--- config.mk ---
export PLATFORM = sky130hd
export DESIGN_NAME = parity_frame_rx
export DESIGN_NICKNAME = d
export VERILOG_FILES = /design/src/rtl/parity_frame_pkg.sv /design/src/rtl/parity_frame_rx_xor_accum.sv /design/src/rtl/parity_frame_rx.sv
export SDC_FILE = /design/constraint.sdc
export NUM_CORES = 1
export LEC_CHECK = 0
export CAP_MARGIN = 15
export CORE_ASPECT_RATIO = 1.75
export CORE_MARGIN = 1
export CORE_UTILIZATION = 45
export DETAILED_ROUTE_END_ITERATION = 10
export DONT_BUFFER_PORTS = 1
export GPL_ROUTABILITY_DRIVEN = 0
export SLEW_MARGIN = 20
export SYNTH_ARGS = -nofsm -noshare
export SYNTH_HDL_FRONTEND = slang
export SYNTH_SLANG_ARGS = --single-unit
--- constraint.sdc ---
create_clock -name clk -period 4.6 [get_ports clk]
set_clock_uncertainty 0.1 [all_clocks]
set_input_delay 0.69 -clock clk [delete_from_list [all_inputs] [get_ports clk]]
set_output_delay 0.69 -clock clk [all_outputs]
set_load 0.005 [all_outputs]
--- src/rtl/parity_frame_pkg.sv ---
// Shared types and helpers for the serial parity link receiver.
package parity_frame_pkg;

    typedef enum logic [1:0] {
        IDLE   = 2'd0,
        DATA   = 2'd1,
        PARITY = 2'd2,
        STOP   = 2'd3
    } rx_state_t;

    // XOR of the low n bits of v.
    function automatic logic parity_of(logic [31:0] v, int n);
        logic p;
        p = 1'b0;
        for (int unsigned i = 0; i < 32; i++) begin
            if (int'(i) < n) p ^= v[i];
        end
        return p;
    endfunction

endpackage

--- src/rtl/parity_frame_rx_xor_accum.sv ---
// One-bit registered XOR accumulator; clr has priority over en.
module xor_accum (
    input  logic clk,
    input  logic rst,
    input  logic clr,
    input  logic en,
    input  logic d,
    output logic q
);

    // Running XOR of every bit presented while en is high.
    always_ff @(posedge clk) begin
        if (rst || clr) q <= 1'b0;
        else if (en)    q <= q ^ d;
    end

endmodule

--- src/rtl/parity_frame_rx.sv ---
// Serial frame receiver: start, DATA_W data bits LSB-first, parity, stop.
// Received words are presented through a one-entry valid/ready holding register.
module parity_frame_rx
    import parity_frame_pkg::*;
#(
    parameter int DATA_W     = 8,
    parameter int PARITY_ODD = 0
) (
    input  logic              clk,
    input  logic              rst,
    input  logic              bit_valid,
    input  logic              bit_in,
    output logic [DATA_W-1:0] out_data,
    output logic              out_valid,
    input  logic              out_ready,
    output logic              parity_err,
    output logic              frame_err,
    output logic              overrun,
    output logic              busy
);

    localparam int   CW  = (DATA_W > 1) ? $clog2(DATA_W) : 1;
    localparam logic ODD = (PARITY_ODD != 0);
    localparam logic [CW-1:0] LAST = CW'(DATA_W - 1);

    rx_state_t         state_q, state_d;
    logic [CW-1:0]     cnt_q;
    logic [DATA_W-1:0] shift_q;
    logic              perr_q;
    logic              acc_q;

    logic acc_clr, acc_en, start_take, data_take, par_take, complete, load;

    xor_accum u_acc (
        .clk (clk),
        .rst (rst),
        .clr (acc_clr),
        .en  (acc_en),
        .d   (bit_in),
        .q   (acc_q)
    );

    // State register.
    always_ff @(posedge clk) begin
        if (rst) state_q <= IDLE;
        else     state_q <= state_d;
    end

    // Next state and per-strobe datapath controls; nothing moves without bit_valid.
    always_comb begin
        state_d    = state_q;
        acc_clr    = 1'b0;
        acc_en     = 1'b0;
        start_take = 1'b0;
        data_take  = 1'b0;
        par_take   = 1'b0;
        complete   = 1'b0;
        if (bit_valid) begin
            case (state_q)
                IDLE: begin
                    if (!bit_in) begin
                        state_d    = DATA;
                        acc_clr    = 1'b1;
                        start_take = 1'b1;
                    end
                end
                DATA: begin
                    data_take = 1'b1;
                    acc_en    = 1'b1;
                    if (cnt_q == LAST) state_d = PARITY;
                end
                PARITY: begin
                    par_take = 1'b1;
                    state_d  = STOP;
                end
                STOP: begin
                    complete = 1'b1;
                    state_d  = IDLE;
                end
                default: state_d = IDLE;
            endcase
        end
    end

    assign busy = (state_q != IDLE);
    assign load = complete && (!out_valid || out_ready);

    // Frame datapath: bit counter, LSB-first shift register, captured parity result.
    always_ff @(posedge clk) begin
        if (rst) begin
            cnt_q   <= '0;
            shift_q <= '0;
            perr_q  <= 1'b0;
        end else begin
            if (start_take) cnt_q <= '0;
            if (data_take) begin
                shift_q[cnt_q] <= bit_in;
                if (cnt_q != LAST) cnt_q <= cnt_q + 1'b1;
            end
            if (par_take) perr_q <= acc_q ^ bit_in ^ ODD;
        end
    end

    // Holding register: accept a completed frame when empty or draining, else flag overrun.
    always_ff @(posedge clk) begin
        if (rst) begin
            out_data   <= '0;
            out_valid  <= 1'b0;
            parity_err <= 1'b0;
            frame_err  <= 1'b0;
            overrun    <= 1'b0;
        end else if (complete) begin
            if (load) begin
                out_data   <= shift_q;
                parity_err <= perr_q;
                frame_err  <= ~bit_in;
                out_valid  <= 1'b1;
            end else begin
                overrun <= 1'b1;
            end
        end else if (out_valid && out_ready) begin
            out_valid <= 1'b0;
        end
    end

endmodule

# Word level (Yosys, flattened, before mapping)
# Index checks and enable logic that the tools add are counted.
# word_totals
ff_bits	27
latch_bits	0
ramBits	0
mem_bits_ro	0
output_inout_bits	13
word_cells	58
mem_count	0
# op_classes
add_sub_neg	1
multipliers	0
div	0
magnitude_cmp	2
eq_ne	8
n_shift	0
n_mux	21
bitwise	3
n_reduce_logical	13
# ops
op	n
$mux 1	13
$mux 3	3
$bwmux 8	1
$pmux 2 s4	1
$reduce_and 2->1	3
$eq 2x2->1 const B	2
$lt 3x4->1 const B	1
$mux 2	2
$ne 2x2->1 const B	2
$reduce_bool 2->1	2
$add 3x1->3 const B	1
$demux 1 s3	1
$eq 3x3->1 const B	1
$ge 3x1->1 const B	1
$logic_and 1x1->1	3
$ne 3x3->1 const B	1
$reduce_and 3->1	1
$eq 2x1->1 const B	1
$logic_not 2->1	1
$logic_or 1x1->1	2
$ne 2x1->1 const B	1
$not 1->1	2
$logic_not 1->1	1
$xor 1x1->1	1

# Longest topological paths before layout
# Gate-level depths: netlist (run 1).
# logic_depth
depth_word	6
ltp_mapped	5
ltp_nobuf	5

# Cells and area by module
# A second synthesis (run 1) with hierarchy kept.
# unflattened
cells_unflattened	142
area_unflattened_um2	1247.4
# modules_own_cells
module	instances	cells_per_inst	area_per_inst_um2
parity_frame_rx	1	138	1197.4
xor_accum	1	4	50.0

# Worst setup path after synthesis (run 1)
# OpenSTA, ideal clock, no wires.
# synth_path
path_kind	in2reg
startpoint	input bit_in
endpoint	register cnt_q[1]
setup_time_ns	0.117
t_arrival_ns	1.371
setup_slack_ns	3.011
path_stages	4
cell_sequence	buf_6 > nand2b_4 > a21bo_1 > a32o_1
# synth_via
elab_chain_len	6
# synth_rtl
element	line	rtl
start, declared	parity_frame_rx.sv:12	input logic bit_in,
$mux 1 *	parity_frame_rx.sv:61	if (!bit_in) begin
$mux 1 *	parity_frame_rx.sv:59	case (state_q)
$mux 1 *	parity_frame_rx.sv:58	if (bit_valid) begin
$mux 3 *	parity_frame_rx.sv:95	if (start_take) cnt_q <= '0;
$mux 3	parity_frame_rx.sv:98	if (cnt_q != LAST) cnt_q <= cnt_q + 1'b1;
$mux 3 *	parity_frame_rx.sv:96	if (data_take) begin
end signal, assigned	parity_frame_rx.sv:98	
end, declared	parity_frame_rx.sv:27	logic [CW-1:0] cnt_q;
# Mark *: on every way between the ends. The rest lies on a longest branch, timed or not.
# A chain may end at the register's enable or synchronous reset.

# Worst setup path after layout (run 1)
# layout_path
startpoint	register state_q[0]
endpoint	output busy
# layout_via
elab_chain_len	1
# layout_rtl
element	line	rtl
start, declared	parity_frame_rx.sv:26	rx_state_t state_q, state_d;
start signal, assigned	parity_frame_rx.sv:46	else state_q <= state_d;
$reduce_bool 2->1	parity_frame_rx.sv:85	assign busy = (state_q != IDLE);
end, declared	parity_frame_rx.sv:19	output logic busy
# No other way between the ends.

==> impl_metrics.py, run 1 <==
metrics = {
    "setup_path": {
        "cp.arrival_ns": 1.15,
        "worstRegToRegCells": 5,
        "worstPathCellList": "inv_1, ha_1, inv_1",
        "crit_path_max_incr_delay_ns": 0.40,
        "critPathMostFrequentCell": "inv_1",
        "rrSetupSlack_ns": 2.86,
        "critPathMaxFanout": 5,
        "r2r_end": "cnt_q[2]",
        "slowest_stage": "dfxtp_1",
        "path_class": "reg -> out",
        "crit_family": "flip-flops",
        "cp.required_ns": 3.81,
        "worstSetupStartpointType": "flip-flop",
        "path_buf_inv": 2,
        "r2r_start": "cnt_q[0]",
        "cp-end-kind": "primary output",
    },
    "cts": {
        "cts_tree": "done",
        "clockBufferDepth": 2,
        "cts.hold.buffers_added": 0,
        "cts_max_level": 1,
        "numCtsBuffers": 3,
        "clk_pin_slew_ns": 0.09,
        "cts-resized-gates": 0,
        "clkLatencyLatePin_ns": 0.26,
        "cts_sinks": 27,
        "root_buffer": "clkbuf_8",
        "post-cts-setup-buffer-count": 0,
    },
    "logic_synthesis": {
        "yosys_register_bits": 27,
        "ys_async_sr_fraction_pct": 0,
        "synth_nets": 147,
        "synth_area_leader_cell": "dfxtp_1",
        "ys_types": 34,
        "synthCells": 136,
        "avgSynthCellArea_um2": 9.053,
        "synth.most_common_cell": "dfxtp_1",
        "ys_top_cells_by_area": "dfxtp_1, mux2i_1, ha_1",
        "synth_edf_count": 0,
        "synth.yosys.seq_area_share_pct": 43.90,
        "yosysTopAreaCellShare_pct": 43.90,
        "yosys_most_used_dff": "dfxtp_1",
        "yosys-top-cells-count": "dfxtp_1, nand2_1, a21oi_1",
        "syn_area_um2": 1231,
        "synth_warnings": 0,
    },
    "routing": {
        "dr.pass1.iters": 4,
        "postRouteAntennaNets": 0,
        "drt_iter0_markers": 19,
        "drc": 0,
        "wl_per_cell_um": 14.10,
        "vias_per_cell": 5.745,
        "vias": 902,
        "routed_wl_um": 2214,
    },
    "cells_and_area": {
        "drive_gt1_share_pct": 4.580,
        "final_nets": 143,
        "areaGrowthSynthToFinish_pct": 1.931,
        "antenna_cells": 0,
    },
    "global_route": {
        "first_global_vias": 907,
        "grt_antenna_before_repair": 0,
        "grt_max_degree": 20,
        "grt_pass1_wl_um": 3843,
        "grtUsageTotal_pct": 16.09,
        "overflow": 0,
    },
    "timing": {
        "min_period_over_period_pct": 42.27,
        "hold_slack_ns": 0.3634,
        "relSlewSlack_pct": 59.99,
        "fin_ws_ns": 2.655,
        "max_freq_mhz": 514.2,
        "rsz0062_at_grt": "false",
        "finalSetupViolations": 0,
        "setup-tns-final_ns": 0,
        "hold_violations": 0,
        "fin_crit_ns": 1.945,
        "worst_pin_slew_ns": 0.5990,
        "slew_violations": 0,
    },
    "power": {
        "power.combinational.fraction_pct": 8.1,
        "pwr-share-clk_pct": 32.5,
        "switching_power_uw": 93.66,
        "p_int_uw": 312.8,
        "power.density_nw_per_um2": 323.9,
        "power_frac_seq_pct": 59.4,
        "swShare_pct": 23.04,
        "power.leakage_uw": 0.0005075,
        "ir_drop_mv": 0.1963,
    },
    "floorplan": {
        "die_area_um2": 2957,
        "core_region_area_um2": 2552,
        "rows": 24,
        "start_util_pct": 48.24,
        "fp.dieW_um": 41.54,
        "dieHeight_um": 71.20,
        "boundaryPins": 18,
    },
    "placed_design": {
        "io_buffers": 0,
        "post-place-ws_ns": 2.878,
        "place_hpwl_um": 1596,
    },
    "min_path": {
        "worstHoldPathType": "reg -> reg",
        "holdPathEnd": "out_data[5]",
        "holdPathStages": 2,
        "min_from": "shift_q[5]",
    },
    "job": {
        "max-cap-violations": 0,
    },
    "outcome": {
        "status": "completed",
    },
}
metal layers:
metal / share of wire [%] / track usage, %
met1: 42 / 18.72
met2: 54 / 29.17
met3: 2.7 / 2.296
met4: 1.4 / 5.735
met5: 0 / 0
state kept, by name, indices dropped and copies added, names as in the netlist:
signal and count:
out_valid 1, shift_q 8, out_data 8, overrun 1, cnt_q 3, perr_q 1
parity_err 1, state_q 2, u_acc.q 1, frame_err 1
stage by stage:
stage	std cells	utilization (%)	cell area, um2	power [uW]
after floorplan	136	-	1231	279.1
after global routing	157	49.17	1255	421.1
final	157	49.17	1255	406.5
after CTS	157	49.17	1255	407.6
after global placement	153	47.40	1210	278.3
after detailed placement	153	47.40	1210	279.4
layout make-up:
class	instances	area [um2]
fill	240	1297
inverter	4	15.01
tap	26	32.53
multi-input combinational	96	621.8
sequential	27	540.5
clock buffer	4	45.04
worst max path at each step:
| stage | start | end | slack (ns) | cells after the start |
|---|---|---|---|---|
| after floorplan | bit_in | cnt_q[1] | 3.01 | 4 |
| after global placement | out_ready | out_data[1] | 2.91 | 3 |
| after detailed placement | out_ready | out_data[6] | 2.88 | 3 |
| after CTS | state_q[0] | busy | 2.65 | 3 |
| after global routing | state_q[1] | busy | 2.60 | 3 |
| final | state_q[0] | busy | 2.66 | 3 |
placed cells by master (no fill, tap or decap), types with 2 or more instances in the layout:
cell | netlist | final
nor2b_1 | 3 | 3
a311oi_1 | 2 | 2
o21ai_0 | 10 | 10
clkbuf_8 | 0 | 3
nor2_1 | 3 | 3
mux2i_1 | 8 | 8
dfxtp_1 | 27 | 27
a21oi_1 | 14 | 14
ha_1 | 6 | 6
nand2_1 | 18 | 18
nand2b_1 | 2 | 2
a32o_1 | 2 | 2
inv_1 | 4 | 4
nand3_1 | 11 | 11
kinds of logic (layout without fill, tap and decap cells):
family	count (synthesis)	in the layout	synth area share, %
xor+xnor	1	1	0.7115
flops	27	27	43.90
buf+inv	13	8	5.589
mux	8	8	6.504
simple gates	46	46	19.00
fa+ha+maj	6	6	6.097
compound gates	35	35	18.19
power by group through the flow:
stage	combinational [uW]	clock (uW)	sequential [uW]
after floorplan	33.4	0	246
after global placement	32.0	0	246
after detailed placement	32.8	0	247
after CTS	33.0	133	241
after global routing	37.0	142	242
final	33.0	132	241
worst register-to-register path: cells and delay by family, from the launching register on:
family                     cells  cell delay (ns)
DFF                            1             0.39
AOI/OAI and AO/OA              2             0.49
adders and majority gates      2             0.45
and+or+nand+nor                1             0.22
Power figures use the tool's default switching activity.
==> run 2: changes to the inputs <==
--- a/config.mk
+++ b/config.mk
@@ -5,6 +5,7 @@
 export SDC_FILE = /design/constraint.sdc
 export NUM_CORES = 1
 export LEC_CHECK = 0
+export ABC_AREA = 1
 export CAP_MARGIN = 15
 export CORE_ASPECT_RATIO = 1.75
 export CORE_MARGIN = 1
==> constraint.sdc (replaced) <==
create_clock -name clk -period 1.9 [get_ports clk]
set_clock_uncertainty 0.1 [all_clocks]
set_input_delay 0.285 -clock clk [delete_from_list [all_inputs] [get_ports clk]]
set_output_delay 0.285 -clock clk [all_outputs]
set_load 0.005 [all_outputs]
==> run 2 against run 1 <==
  * Worst hold slack got worse by 0.29 ns
  * Core utilization rose by 1.5 points
  * Clock power rose by 150%
  * Sequential share of layout area fell by 0.80 points
  * Combinational power rose to 3.8 times the previous value
  * First-iteration DRC count rose by 5.3%
  * Die area fell by 1.3%
  * Area after synthesis fell by 1.3%
  * Final cell count rose by 27%
  * Critical path type is now reg -> reg
==> impl_metrics.py, run 2 <==
metrics = {
    "outcome": {
        "status": "completed",
    },
    "floorplan": {
        "start_util_pct": 48.16,
        "boundaryPins": 18,
        "die_area_um2": 2920,
        "dieHeight_um": 70.74,
        "rows": 24,
        "fp.dieW_um": 41.28,
        "core_region_area_um2": 2522,
    },
    "logic_synthesis": {
        "synth_warnings": 0,
        "ys_types": 18,
        "syn_area_um2": 1215,
        "synth.most_common_cell": "nor2_1",
        "synth_edf_count": 0,
        "yosys_register_bits": 27,
        "ys_top_cells_by_area": "dfxtp_1, nor2_1, nand2_1",
        "synth.mux.area_fraction_pct": 0,
        "yosysTopAreaCellShare_pct": 44.49,
        "yosys_most_used_dff": "dfxtp_1",
        "synthCells": 172,
        "yosys.area_share.adder_pct": 6.179,
        "synth_compound_area_share_pct": 7.827,
        "synth_top_family_by_area": "simple AND/OR/NAND/NOR gates",
        "ys_async_sr_fraction_pct": 0,
        "synth.yosys.seq_area_share_pct": 44.49,
        "synth-simple-area-share_pct": 32.23,
        "synth_nets": 183,
        "synth-xor-area-share_pct": 0.7209,
        "avgSynthCellArea_um2": 7.063,
        "yosys-top-cells-count": "nor2_1, nand2_1, dfxtp_1",
        "synth_area_leader_cell": "dfxtp_1",
    },
    "global_route": {
        "grt_pass1_wl_um": 3905,
        "overflow": 0,
        "grtUsageTotal_pct": 18.62,
        "grt_max_degree": 16,
        "first_global_vias": 1003,
        "grt_antenna_before_repair": 0,
    },
    "placed_design": {
        "place_hpwl_um": 1718,
        "post-place-ws_ns": 0.4677,
        "placed_cell_area_um2": 1222,
        "io_buffers": 0,
    },
    "cells_and_area": {
        "layout_commonest_cell": "nor2_1",
        "final_nets": 186,
        "seqCellArea_um2": 540.5,
        "top_regs": "out_data x8, shift_q x8, cnt_q x3",
        "antenna_cells": 0,
        "multi_input_area_um2": 570.5,
        "areaGrowthSynthToFinish_pct": 5.253,
        "fillers": 275,
        "stdcell_area_um2": 1279,
        "drive_gt1_share_pct": 6.897,
        "utilization_pct": 50.69,
        "final_cell_mix": "nor2_1, nand2_1, dfxtp_1, inv_1, o21ai_1",
    },
    "power": {
        "power.density_nw_per_um2": 822.6,
        "ir_drop_mv": 0.5076,
        "power.leakage_uw": 0.0005947,
    },
    "setup_path": {
        "rrSetupSlack_ns": 0.44,
        "worstPathCellList": "inv_1, ha_1, nand2_2, nor2_4, nand3_1, nand2_1, nor2_1",
        "worstSetupStartpointType": "flip-flop",
        "cp.arrival_ns": 1.53,
        "crit_family": "simple AND/OR/NAND/NOR gates",
        "critPathMaxFanout": 9,
        "cp.required_ns": 1.97,
        "crit_path_max_incr_delay_ns": 0.34,
        "path_class": "reg -> reg",
        "crit_cells": 7,
        "path_buf_inv": 1,
        "slowest_stage": "dfxtp_1",
        "cp-end-kind": "flip-flop",
        "worstRegToRegCells": 7,
    },
    "timing": {
        "relSlewSlack_pct": 72.41,
        "fin_ws_ns": 0.4363,
        "setup-tns-final_ns": 0,
        "max_freq_mhz": 683.2,
        "worst_pin_slew_ns": 0.4134,
        "fin_crit_ns": 1.464,
        "rsz0062_at_grt": "false",
        "hold_violations": 0,
        "min_period_over_period_pct": 77.04,
        "slew_violations": 0,
        "finalSetupViolations": 0,
    },
    "min_path": {
        "worstHoldPathType": "in -> reg",
        "holdPathStages": 2,
    },
    "cts": {
        "clk_pin_slew_ns": 0.10,
        "clkLatencyLatePin_ns": 0.27,
        "root_buffer": "clkbuf_8",
        "cts-resized-gates": 0,
        "cts_max_level": 1,
        "numCtsBuffers": 3,
        "clockBufferDepth": 2,
        "cts_tree": "done",
        "cts_sinks": 27,
    },
    "routing": {
        "routed_wl_um": 2202,
        "vias_per_cell": 4.980,
        "dr.pass1.iters": 3,
        "postRouteAntennaNets": 0,
        "wl_per_cell_um": 11.01,
        "vias": 996,
        "drc": 0,
        "drt_iter0_markers": 20,
    },
    "job": {
        "max-cap-violations": 0,
    },
}
-- run 2: changes by cell type after synthesis, moves of 3 or more --
cell,change
nor2b_1,-3
nand2_2,+3
mux2i_1,-8
o21ai_1,+9
inv_1,+12
nand2_1,+11
o21ai_0,-6
a21oi_1,-9
nor2_1,+49
-- run 2: power by group --
part,leakage (uW),internal (uW),switching [uW]
Combinational,0.000351,46.0,78.8
Sequential,0.000218,585,14.8
Clock,0.0000255,147,180
-- run 2: layout make-up --
type | count | share of cell area [%]
clock buffer | 3 | 3.229
clock inverter | 1 | 0.3914
inverter | 19 | 5.577
multi-input combinational | 122 | 44.62
sequential | 27 | 42.27
tap | 26 | 2.544
timing repair buffer | 2 | 1.370
-- run 2: final timing paths --
check                                  end  startpoint
worst min-delay path             out_valid   bit_valid
worst max-delay path            shift_q[2]  state_q[1]
worst max register to register  shift_q[2]  state_q[1]
worst min register to register  shift_q[7]  shift_q[7]
-- run 2: cells by family (layout without fill, tap and decap cells) --
family / after synthesis / after routing
AND/OR/NAND/NOR: 96 / 96
buffers and inverters: 23 / 25
adder cells (fa/ha/maj): 6 / 6
AO/OA/AOI/OAI: 19 / 19
XOR/XNOR: 1 / 1
flip-flops: 27 / 27
-- run 2: layer usage --
layer / wire length, um / up-vias / part of all wire (%) / track usage (%)
li1: - / 535 / - / -
met1: 868 / 444 / 39 / 18.76
met2: 1264 / 13 / 57 / 34.38
met3: 45 / 4 / 2.0 / 3.135
met4: 24 / 0 / 1.1 / 6.452
met5: 0 / - / 0 / 0
-- run 2: per-stage QoR --
stage | power, uW | hold slack (ns) | std cells
2_1_floorplan | 713.8 | 0.2541 | 172
3_3_place_gp | 727.6 | 0.2557 | 195
3_5_place_dp | 737.4 | 0.2633 | 195
4_1_cts | 1062 | 0.07317 | 200
5_1_grt | 1108 | 0.07090 | 200
6_report | 1052 | 0.07752 | 200
-- run 2: repair_timing --
item	in CTS	in global routing
buffers inserted	0	0
hold endpoints to repair	2	0
hold buffers	1	0
-- run 2: worst register-to-register path, cell delays in order, from the launching register on --
cell and delay, ns:
dfxtp_1 0.34, inv_1 0.11, ha_1 0.27, nand2_2 0.12
nor2_4 0.20, nand3_1 0.11, nand2_1 0.07, nor2_1 0.03
